[config.mk]
export PLATFORM = sky130hd
export DESIGN_NAME = jogo_sequencia_param
export DESIGN_NICKNAME = d
export VERILOG_FILES = /design/src/rtl/jogo_sequencia_param.sv
export SDC_FILE = /design/constraint.sdc
export NUM_CORES = 1
export LEC_CHECK = 0
export CAP_MARGIN = 10
export CORE_MARGIN = 2
export CORE_UTILIZATION = 58
export DETAILED_ROUTE_END_ITERATION = 10
export GPL_TIMING_DRIVEN = 0
export PLACE_DENSITY = 0.78
export SYNTH_ARGS = -nofsm -noshare
export SYNTH_HDL_FRONTEND = slang
export SYNTH_SLANG_ARGS = --single-unit
[constraint.sdc]
create_clock -name clock -period 5.07 [get_ports clock]
set_input_delay 1.014 -clock clock [delete_from_list [all_inputs] [get_ports clock]]
set_output_delay 1.014 -clock clock [all_outputs]
set_load 0.01 [all_outputs]
[src/rtl/jogo_sequencia_param.sv]
// rtl/jogo_sequencia_param.sv - parametrised memory-sequence game core
//
// Genius-style game core: plays the stored sequence back on leds, checks the
// player's repetition, records one new symbol per round and ends in a win,
// a wrong-press loss or a timeout loss.
//
// Ports:
//   clock         rising-edge system clock
//   reset         asynchronous active-low reset
//   jogar         start request, acts on its rising edge
//   botoes        debounced button levels, one-hot symbols
//   configuracao  [0] demo round limit, [1] timeout enable; latched at start
//   ganhou        game won (final state)
//   perdeu        game lost by wrong press, multi-button press or timeout
//   timeout       loss was caused by timeout
//   pronto        any final state
//   leds          playback symbol
//   rodada        number of stored symbols
//   db_estado     current state code
//
// Build option: ECO_LEDS_EN echoes botoes on leds while waiting for a press.

module jogo_sequencia_param #(
   parameter int N_BOTOES       = 4,
   parameter int PROFUNDIDADE   = 16,
   parameter int RODADAS_DEMO   = 4,
   parameter int CICLOS_EXIBE   = 1000,
   parameter int CICLOS_APAGADO = 250,
   parameter int CICLOS_TIMEOUT = 5000
) (
   input  logic                                clock,
   input  logic                                reset,
   input  logic                                jogar,
   input  logic [N_BOTOES-1:0]                 botoes,
   input  logic [1:0]                          configuracao,
   output logic                                ganhou,
   output logic                                perdeu,
   output logic                                timeout,
   output logic                                pronto,
   output logic [N_BOTOES-1:0]                 leds,
   output logic [$clog2(PROFUNDIDADE+1)-1:0]   rodada,
   output logic [3:0]                          db_estado
);

   localparam int RW     = $clog2(PROFUNDIDADE + 1);
   localparam int AW     = $clog2(PROFUNDIDADE);
   localparam int CMAX_A = (CICLOS_EXIBE > CICLOS_APAGADO) ? CICLOS_EXIBE : CICLOS_APAGADO;
   localparam int CMAX   = (CMAX_A > CICLOS_TIMEOUT) ? CMAX_A : CICLOS_TIMEOUT;
   localparam int CW     = $clog2(CMAX + 1);

   typedef enum logic [3:0] {
      INICIAL     = 4'h0,
      PREPARA     = 4'h1,
      EXIBE       = 4'h2,
      APAGA       = 4'h3,
      ESPERA      = 4'h4,
      COMPARA     = 4'h5,
      ESPERA_NOVA = 4'h6,
      GRAVA       = 4'h7,
      PROXIMA     = 4'h8,
      FIM_GANHOU  = 4'h9,
      FIM_PERDEU  = 4'hA,
      FIM_TIMEOUT = 4'hB
   } estado_t;

   estado_t             estado, prox;
   logic                jogar_q;
   logic [N_BOTOES-1:0] botoes_q;
   logic [N_BOTOES-1:0] captura;
   logic [1:0]          cfg;
   logic [RW-1:0]       indice;
   logic [RW-1:0]       limite;
   logic [CW-1:0]       cnt;
   logic [N_BOTOES-1:0] mem [PROFUNDIDADE];

   logic jogar_borda, aguardando, press, um_quente, simbolo_ok, expirou;
   logic inc_idx, clr_idx, grava, clr_jogo, lat_cfg;

   assign jogar_borda = jogar & ~jogar_q;
   assign aguardando  = (estado == ESPERA) || (estado == ESPERA_NOVA);
   // A press needs an all-released sample first, so a button held across a
   // state change is never taken as a new press.
   assign press       = aguardando && (botoes_q == '0) && (botoes != '0);
   assign um_quente   = (captura & (captura - 1'b1)) == '0;
   assign simbolo_ok  = um_quente && (captura == mem[indice[AW-1:0]]);
   assign expirou     = cfg[1] && (cnt == CW'(CICLOS_TIMEOUT - 1));
   assign limite      = cfg[0] ? RW'(RODADAS_DEMO) : RW'(PROFUNDIDADE);

   always_comb begin
      prox     = estado;
      inc_idx  = 1'b0;
      clr_idx  = 1'b0;
      grava    = 1'b0;
      clr_jogo = 1'b0;
      lat_cfg  = 1'b0;
      case (estado)
         INICIAL, FIM_GANHOU, FIM_PERDEU, FIM_TIMEOUT: begin
            if (jogar_borda) begin
               prox     = PREPARA;
               clr_jogo = 1'b1;
            end
         end
         PREPARA: begin
            lat_cfg = 1'b1;
            prox    = (rodada != '0) ? EXIBE : ESPERA_NOVA;
         end
         EXIBE: begin
            if (cnt == CW'(CICLOS_EXIBE - 1)) prox = APAGA;
         end
         APAGA: begin
            if (cnt == CW'(CICLOS_APAGADO - 1)) begin
               if (indice + 1'b1 < rodada) begin
                  inc_idx = 1'b1;
                  prox    = EXIBE;
               end else begin
                  clr_idx = 1'b1;
                  prox    = ESPERA;
               end
            end
         end
         // Press is checked before expiry: a press on the last cycle wins.
         ESPERA: begin
            if (press)        prox = COMPARA;
            else if (expirou) prox = FIM_TIMEOUT;
         end
         COMPARA: begin
            if (!simbolo_ok) begin
               prox = FIM_PERDEU;
            end else begin
               inc_idx = 1'b1;
               prox    = (indice + 1'b1 == rodada) ? ESPERA_NOVA : ESPERA;
            end
         end
         ESPERA_NOVA: begin
            if (press)        prox = GRAVA;
            else if (expirou) prox = FIM_TIMEOUT;
         end
         GRAVA: begin
            if (!um_quente) begin
               prox = FIM_PERDEU;
            end else begin
               grava = 1'b1;
               prox  = PROXIMA;
            end
         end
         PROXIMA: begin
            if (rodada == limite) begin
               prox = FIM_GANHOU;
            end else begin
               clr_idx = 1'b1;
               prox    = EXIBE;
            end
         end
         default: prox = INICIAL;
      endcase
   end

   always_ff @(posedge clock or negedge reset) begin
      if (!reset) begin
         estado   <= INICIAL;
         jogar_q  <= 1'b0;
         botoes_q <= '0;
         captura  <= '0;
         cfg      <= '0;
         cnt      <= '0;
         rodada   <= '0;
         indice   <= '0;
      end else begin
         estado   <= prox;
         jogar_q  <= jogar;
         botoes_q <= botoes;
         if (press)   captura <= botoes;
         if (lat_cfg) cfg     <= configuracao;
         // One counter serves display, dark and idle timing: it restarts on
         // every state change, which also covers "clear on press".
         cnt <= (prox != estado) ? '0 : cnt + 1'b1;
         if (clr_jogo) begin
            rodada <= '0;
            indice <= '0;
         end else begin
            if (grava)        rodada <= rodada + 1'b1;
            if (clr_idx)      indice <= '0;
            else if (inc_idx) indice <= indice + 1'b1;
         end
      end
   end

   always_ff @(posedge clock) begin
      if (grava) mem[rodada[AW-1:0]] <= captura;
   end

   always_comb begin
      leds = '0;
      if (estado == EXIBE) begin
         leds = mem[indice[AW-1:0]];
      end
`ifdef ECO_LEDS_EN
      else if (aguardando) begin
         leds = botoes;
      end
`else
`endif
   end

   assign ganhou    = (estado == FIM_GANHOU);
   assign perdeu    = (estado == FIM_PERDEU) || (estado == FIM_TIMEOUT);
   assign timeout   = (estado == FIM_TIMEOUT);
   assign pronto    = (estado == FIM_GANHOU) || (estado == FIM_PERDEU) ||
                      (estado == FIM_TIMEOUT);
   assign db_estado = estado;

endmodule
==> impl_metrics.yaml, run 1 <==
status:
  run_status: "finished, final reports clean"
synthesis:
  synthArstFlopShare: 0.373
  synth_enable_flop_cells: 64
  synthFlopType: "edfxtp_1"
  synth_nets: 435
  synth.distinct_cells: 70
  synth_area_mm2: 0.00519
  ys_seq_elements: 102
  yosysWarnings: 0
  seq_area_frac_synth: 0.553
  avgSynthCellArea_um2: 12.5
  synthCells: 414
timing:
  hold_slack_ps: 504
  max_freq_mhz: 250
  setup_viol: 0
  worst_pin_slew_ps: 1180
  min_period_ps: 4000
  timing.final.ws_setup_ps: 1070
  slew-limit-headroom: 0.203
  hold_viol: 0
  rsz0062_at_grt: "false"
  finalCritPeriodShare: 0.790
  drv_slew: 0
  setup_tns_ps: 0
  finClkSkew_ps: 16.0
floorplanning:
  initial_utilization: 0.596
  design.core.area_mm2: 0.00872
  die-area_mm2: 0.00973
  rows: 34
  die_y_um: 98.6
  ios: 26
  die-width_um: 98.6
routing:
  num_vias: 3517
  routed_wl_mm: 11.0
  wl_per_cell_um: 19.6
  route.detailed.drc: 0
  viasPerCell: 6.25
  drtIter0Drc: 309
  drtAntennaViolNets: 0
  firstDrtPassIters: 5
power_and_ir_drop:
  power.density_mw_per_mm2: 543
  design_power_total_w: 0.00314
  power.static_leakage_nw: 2.16
  ir_drop_v: 0.000287
setup_path:
  endpoint_kind: "primary output"
  worstPathRequired_ps: 4060
  path_class: "register to primary output"
  critPathArrivalTime_ps: 2990
  start_kind: "register"
  critPathMaxFanout: 10
cts:
  path_clk_slew_ps: 100
  cts_setup_buffers: 0
  root_buffer: "clkbuf_8"
  cts_resized: 0
  clock-sinks: 102
  holdBufCountCts: 0
  tritoncts: "yes"
  clockBufferDepth: 2
  clk_latency_ps: 370
  cts_inserted_buffers: 9
  cts_max_level: 3
finish:
  finalNetCount: 471
  final_cell_mix: "64 x edfxtp_1, 48 x nor2_1, 38 x dfrtp_1"
  drive_gt1_frac: 0.112
  diodes: 0
  final_common_cell: "edfxtp_1"
  n_fill_cell: 626
  area_delta_synth_final_pct: 11.4
global_routing:
  grt_antenna_before_repair: 0
  grt_pass1_vias: 3491
  track_usage: 0.241
  grt_max_degree: 39
  grt_first_pass_wirelength_mm: 18.0
  overflow: 0
place:
  gp_congestion: 0.862
  pre_cts_ws_ps: 1550
  dp_hpwl_mm: 8.08
  place.port_buffers: 25
min_path:
  hold_class: "register to register"
job:
  maxCapViolations: 0
[final cells by class]
type,instances,area [um^2],area share
Clock inverter,5,81.3,0.0141
Multi-Input combinational cell,281,2140,0.371
Sequential cell,102,2870,0.496
Buffer,19,133,0.0229
Timing Repair Buffer,25,245,0.0424
Inverter,12,45.0,0.00778
Clock buffer,11,131,0.0227
Tap cell,108,135,0.0233
[registers in the layout (all words and copies together), names as in the netlist]
register	flops
jogar_q	1
botoes_q	4
rodada	5
captura	4
cnt	13
db_estado	4
mem	64
cfg	2
indice	5
[critical path, stage by stage (launching register included)]
cell,delay [ps]
dfrtp_1,430
clkbuf_1,230
nor4b_1,1030
a21boi_0,340
clkdlybuf4s50_1,590
[metal layers]
layer  vias to the layer above  routed length, um  GRT usage  share of wire
li1                       1630                  -          -              -
met1                      1744               5040      0.348           0.46
met2                       121               5130      0.373           0.47
met3                        22                589     0.0333          0.053
met4                         0                255     0.0959          0.023
met5                         -                  0          0              0
[cells by family after synthesis]
group,share of synthesized area
buf+inv,0.0342
compound gates,0.101
flops,0.553
simple gates,0.156
mux,0.0949
xor+xnor,0.0287
fa+ha+maj,0.0328
[path summary, 6_finish.rpt]
path / start / depth (start not counted) / slack [ps] / to
min in group asynchronous: reset / 1 / 740 / indice[2]
worst max-delay path: db_estado[2] / 4 / 1070 / leds[3]
worst min-delay path: cnt[0] / 1 / 500 / cnt[0]
worst max register to register: captura[3] / 7 / 1900 / mem[3][1]
max in group asynchronous: reset / 1 / 3770 / botoes_q[3]
worst min register to register: cnt[0] / 1 / 500 / cnt[0]
[through the flow]
stage / area (um^2) / instances / utilization
2_1_floorplan: 5190 / 414 / -
3_3_place_gp: 5580 / 547 / 0.640
3_5_place_dp: 5580 / 547 / 0.639
4_1_cts: 5790 / 563 / 0.664
5_1_grt: 5790 / 563 / 0.664
6_report: 5790 / 563 / 0.664
[report_power, final]
part	internal (W)	switching (W)	total, W
Sequential	0.00103	0.000146	0.00117
Combinational	0.000643	0.000766	0.00141
Clock	0.000281	0.000281	0.000562
Total	0.00195	0.00119	0.00314
[cells in the mapped netlist (all sizes together) (7+ instances only)]
master | number | area, um^2
nand2 | 24 | 90.1
and2 | 7 | 46.3
ha | 12 | 150
dfrtp | 38 | 951
xnor2 | 9 | 78.8
and3 | 7 | 43.8
xor2 | 8 | 70.1
mux4 | 8 | 191
nand4 | 7 | 43.8
inv | 12 | 45.0
buf | 9 | 95.1
edfxtp | 64 | 1920
nor3 | 15 | 80.1
mux2i | 23 | 230
a221oi | 12 | 118
o21ai | 10 | 53.8
nor2 | 49 | 186
clkbuf | 10 | 37.5
(Power assumes the default switching activity.)
==> run 2, diff against run 1 <==
--- a/config.mk
+++ b/config.mk
@@ -7,10 +7,10 @@
 export LEC_CHECK = 0
 export CAP_MARGIN = 10
 export CORE_MARGIN = 2
-export CORE_UTILIZATION = 58
+export CORE_UTILIZATION = 54
 export DETAILED_ROUTE_END_ITERATION = 10
 export GPL_TIMING_DRIVEN = 0
-export PLACE_DENSITY = 0.78
+export PLACE_DENSITY = 0.77
 export SYNTH_ARGS = -nofsm -noshare
 export SYNTH_HDL_FRONTEND = slang
 export SYNTH_SLANG_ARGS = --single-unit
==> constraint.sdc (replaced) <==
create_clock -name clock -period 3.55 [get_ports clock]
set_input_delay 0.71 -clock clock [delete_from_list [all_inputs] [get_ports clock]]
set_output_delay 0.71 -clock clock [all_outputs]
set_load 0.01 [all_outputs]
==> run 2 against run 1 <==
Compared with the run above: sequential share of layout area fell by 0.22 points; routed wire length fell by 0.75%; non-clock buffer count fell by 1.
==> impl_metrics.yaml, run 2 (synthesis gave the netlist of run 1 again) <==
cts:
  cts_max_level: 3
  clockBufferDepth: 2
  root_buffer: "clkbuf_8"
  path_clk_slew_ps: 100
  tritoncts: "yes"
  clock-sinks: 102
  clk_latency_ps: 370
  cts_inserted_buffers: 9
job:
  maxCapViolations: 0
floorplanning:
  die-area_mm2: 0.0104
  initial_utilization: 0.560
  rows: 35
  die_y_um: 102
  ios: 26
  die-width_um: 102
  design.core.area_mm2: 0.00928
global_routing:
  grt_first_pass_wirelength_mm: 17.4
  overflow: 0
  track_usage: 0.224
  grt_pass1_vias: 3349
  grt_max_degree: 39
  grt_antenna_before_repair: 0
routing:
  routed_wl_mm: 10.9
  drtAntennaViolNets: 0
  wl_per_cell_um: 18.7
  firstDrtPassIters: 5
  route.detailed.drc: 0
  viasPerCell: 6.01
  num_vias: 3501
  drtIter0Drc: 320
setup_path:
  endpoint_kind: "primary output"
  critPathArrivalTime_ps: 2720
  crit_path_max_incr_delay_ps: 580
  worstPathRequired_ps: 2840
  slowest_stage: "clkdlybuf4s50_1"
  start_kind: "register"
  path_class: "register to primary output"
  crit_top_cell: "buf_6"
  critPathMaxFanout: 10
  worstPathCellList: "buf_6 > buf_6 > mux2i_1 > a221oi_2 > a22oi_1 > a21boi_0 > clkdlybuf4s50_1"
finish:
  layoutNonFillerInstCount: 583
  area_delta_synth_final_pct: 11.9
  diodes: 0
  drive_gt1_frac: 0.128
  final_cell_mix: "64 x edfxtp_1, 48 x nor2_1, 38 x dfrtp_1"
  finalNetCount: 470
  final_common_cell: "edfxtp_1"
  largest_register_ffs: 64
status:
  run_status: "finished, final reports clean"
timing:
  worst_pin_slew_ps: 1150
  min_period_ps: 3430
  hold_viol: 0
  setup_tns_ps: 0
  setup_viol: 0
  slew-limit-headroom: 0.226
  drv_slew: 0
  max_freq_mhz: 292
  finClkSkew_ps: 9.55
  rsz0062_at_grt: "false"
  finalCritPeriodShare: 0.965
power_and_ir_drop:
  ir_drop_v: 0.000437
  power.static_leakage_nw: 2.15
  power.density_mw_per_mm2: 759
place:
  placed_cells: 568
  place.port_buffers: 25
  gp_congestion: 0.882
  dp_hpwl_mm: 7.86
min_path:
  hold_class: "primary input to asynchronous set/reset pin"
-- run 2: cell types whose count changed in the layout (fill, tap and decap cells not counted) --
cell       before  now
a221oi_1       10    4
a221oi_2        2    8
bufinv_16       2    0
clkbuf_1       12   10
clkinv_4        0    2
clkinv_1        1    2
inv_6           2    1
inv_8           0    1
nor4b_1         2    1
nor4b_2         0    1
-- run 2: per-layer routing --
layer | up-vias | share of wire | track usage
li1 | 1621 | - | -
met1 | 1728 | 0.45 | 0.326
met2 | 135 | 0.47 | 0.348
met3 | 17 | 0.064 | 0.0321
met4 | 0 | 0.019 | 0.0831
met5 | - | 0 | 0
-- run 2: path summary, 6_finish.rpt --
check | startpoint | to | slack [ps] | cells after the start
setup / recovery | indice[0] | leds[1] | 120 | 7
hold reg to reg | cnt[0] | cnt[0] | 510 | 1
hold / removal | reset | cnt[8] | 430 | 1
setup reg to reg | captura[3] | mem[3][2] | 370 | 7
max in group asynchronous | reset | botoes_q[1] | 2590 | 1
min in group clock | cnt[0] | cnt[0] | 510 | 1
-- run 2: repair_timing --
item / 4_1_cts / 5_1_grt
hold buffers: 0 / 0
resized for setup: 2 / 5
endpoints found under the hold margin: 0 / 0
buffers inserted: 0 / 0
pin swaps: 0 / 0
setup endpoints to repair: 3 / 3
-- run 2: final cells by class --
cell class                 count  area (um^2)
buffer                        18          129
clock buffer                  10          128
clock inverter                 6         45.0
fill                         731         3470
inverter                      12         45.0
multi-input combinational    281         2190
sequential                   102         2870
tap                          129          161
timing repair buffer          25          245
-- run 2: power by group --
group	internal [W]	switching [W]	leakage [nW]
Clock	0.000261	0.000410	0.0878
Sequential	0.00147	0.000225	1.08
Combinational	0.000934	0.00112	0.986
Total	0.00266	0.00175	2.15
-- run 2: metrics by stage --
stage	cell area [um^2]	worst slack, ps	utilization	hold slack (ps)	power [W]
6_report	5810	123	0.626	432	0.00441
5_1_grt	5810	29.9	0.626	504	0.00468
4_1_cts	5790	30.6	0.623	460	0.00438
3_5_place_dp	5600	306	0.603	503	0.00370
3_3_place_gp	5610	300	0.604	487	0.00364
2_1_floorplan	5190	1080	-	414	0.00308
-- run 2: critical path, delay by kind of cell (launching register included) --
family                 cells  cell delay, ps
AOI/OAI and AO/OA          3             830
buffers and inverters      3             890
muxes                      1             170
DFF                        1             440
==> run 3, diff against run 2 <==
--- a/config.mk
+++ b/config.mk
@@ -7,10 +7,11 @@
 export LEC_CHECK = 0
 export CAP_MARGIN = 10
 export CORE_MARGIN = 2
-export CORE_UTILIZATION = 54
+export CORE_UTILIZATION = 58
 export DETAILED_ROUTE_END_ITERATION = 10
 export GPL_TIMING_DRIVEN = 0
-export PLACE_DENSITY = 0.77
+export PLACE_DENSITY = 0.84
+export SETUP_SLACK_MARGIN = 0.1
 export SYNTH_ARGS = -nofsm -noshare
 export SYNTH_HDL_FRONTEND = slang
 export SYNTH_SLANG_ARGS = --single-unit
==> constraint.sdc (replaced) <==
create_clock -name clock -period 3.48 [get_ports clock]
set_input_delay 0.696 -clock clock [delete_from_list [all_inputs] [get_ports clock]]
set_output_delay 0.696 -clock clock [all_outputs]
set_load 0.01 [all_outputs]
==> run 3 against run 2 <==
Compared with the run above: first-iteration DRC count is 31% higher; non-clock buffer count rose by 1; count of clock-buffer cells in the layout did not move; setup slack lost 42 ps; die area is 6.6% lower; clock skew up 5.4 ps; clock power grew 21%; sequential share of layout area down 1.1 points; flip-flop and latch count unchanged; critical endpoint is now leds[2].
==> impl_metrics.yaml, run 3 (synthesis gave the netlist of run 1 again) <==
setup_path:
  crit_start: "indice[1]"
  worstPathRequired_ps: 2780
  path_class: "register to primary output"
  timing.rr.start: "captura[3]"
  endpoint_kind: "primary output"
  rr_endpoint: "mem[1][2]"
  critPathArrivalTime_ps: 2700
  rr_worst_depth: 7
  crit_end: "leds[2]"
  critPathMaxFanout: 10
  r2r_setup_slack_ps: 370
  start_kind: "register"
routing:
  drtAntennaViolNets: 0
  routed_wl_mm: 11.5
  viasPerCell: 6.46
  drtIter0Drc: 420
  route.detailed.drc: 0
  wl_per_cell_um: 20.5
  num_vias: 3635
  firstDrtPassIters: 5
global_routing:
  overflow: 0
  track_usage: 0.243
  grt_first_pass_wirelength_mm: 18.0
  grt_max_degree: 39
  grt_antenna_before_repair: 0
  grt_pass1_vias: 3519
power_and_ir_drop:
  pwr-share-clk: 0.169
  netSwitchingPower_w: 0.00188
  p_sw_frac: 0.392
  power.density_mw_per_mm2: 807
  power.static_leakage_nw: 2.22
  internal-power_w: 0.00292
  ir_drop_v: 0.000475
  p_seq_frac: 0.357
  p_comb_frac: 0.475
floorplanning:
  rows: 34
  ios: 26
  initial_utilization: 0.596
  die-area_mm2: 0.00973
  die-width_um: 98.6
  design.core.area_mm2: 0.00872
  die_y_um: 98.6
finish:
  diodes: 0
  n_fill_cell: 571
  finalNetCount: 471
  final_common_cell: "edfxtp_1"
  largest_register_ffs: 64
  final_cell_mix: "64 x edfxtp_1, 48 x nor2_1, 38 x dfrtp_1"
  area_delta_synth_final_pct: 14.4
  drive_gt1_frac: 0.152
place:
  dp_hpwl_mm: 7.83
  place.port_buffers: 25
  gp_congestion: 0.969
timing:
  rsz0062_at_grt: "true"
  setup_viol: 0
  hold_slack_ps: 418
  slew-limit-headroom: 0.335
  worst_pin_slew_ps: 991
  finalCritPeriodShare: 0.977
  finClkSkew_ps: 14.9
  min_period_ps: 3400
  hold_viol: 0
  max_freq_mhz: 294
  setup_tns_ps: 0
  drv_slew: 0
status:
  run_status: "finished, final reports clean"
cts:
  clock-sinks: 102
  root_buffer: "clkbuf_8"
  clk_latency_ps: 380
  clockBufferDepth: 2
  cts_max_level: 3
  path_clk_slew_ps: 90
  cts_setup_buffers: 0
  cts_inserted_buffers: 9
  tritoncts: "yes"
min_path:
  hold_class: "primary input to asynchronous set/reset pin"
job:
  maxCapViolations: 0
-- run 3: cell count changes in the layout (fill, tap and decap cells not counted), moves of 2 or more --
cell	delta
mux2i_1	-3
bufinv_16	+2
a221oi_1	-4
a221oi_4	+5
mux2i_2	+3
a21boi_0	-3
a21boi_1	+2
-- run 3: worst max-delay path, cell delays in order (launching register included) --
cell	delay, ps
dfrtp_1	410
buf_6	160
and2_4	180
clkbuf_4	240
a221oi_4	410
a22oi_2	180
a21boi_2	190
clkdlybuf4s50_1	550
-- run 3: area by class of cell --
class | instances | area, um^2 | area share
plain buffers | 19 | 136 | 0.0229
clock inverters | 6 | 85.1 | 0.0143
repair buffers | 25 | 248 | 0.0417
clock buffers | 10 | 128 | 0.0215
well taps | 108 | 135 | 0.0227
multi-input cells | 281 | 2290 | 0.386
inverters | 12 | 45.0 | 0.00758
flip-flops and latches | 102 | 2870 | 0.483
-- run 3: through the flow --
| step | util | total power [W] | cells | instance area [um^2] | worst slack (ps) |
|---|---|---|---|---|---|
| global route | 0.682 | 0.00506 | 563 | 5940 | 9.65 |
| global placement | 0.640 | 0.00370 | 547 | 5580 | 231 |
| finish | 0.682 | 0.00480 | 563 | 5940 | 81.5 |
| CTS | 0.670 | 0.00464 | 563 | 5840 | 72.5 |
| floorplan | - | 0.00314 | 414 | 5190 | 1010 |
| detailed placement | 0.639 | 0.00377 | 547 | 5580 | 236 |
-- run 3: worst min path at each step --
stage	to	cells after the start	slack, ps
3_5_place_dp	cnt[0]	1	490
3_3_place_gp	cnt[0]	1	480
4_1_cts	db_estado[0]	1	440
2_1_floorplan	botoes_q[0]	0	400
6_report	indice[2]	1	420
5_1_grt	cnt[8]	1	490
-- run 3: what timing repair did --
action                                  in CTS  in global routing
endpoints found under the setup margin       4                  7
hold buffers                                 0                  0
resized for setup                           10                 18
pin swaps                                    0                  2
-- run 3: power groups by stage --
| stage | Combinational (W) | Clock, W | Sequential, W |
|---|---|---|---|
| floorplan | 0.00147 | 0 | 0.00167 |
| global placement | 0.00198 | 0 | 0.00172 |
| detailed placement | 0.00203 | 0 | 0.00174 |
| CTS | 0.00211 | 0.000813 | 0.00171 |
| global route | 0.00246 | 0.000865 | 0.00174 |
| finish | 0.00228 | 0.000810 | 0.00171 |
-- run 3: routing by layer --
layer | vias to the layer above | wire length, um | GRT usage
li1 | 1633 | - | -
met1 | 1782 | 4850 | 0.339
met2 | 185 | 5500 | 0.373
met3 | 35 | 828 | 0.0511
met4 | 0 | 359 | 0.106
met5 | - | 0 | 0
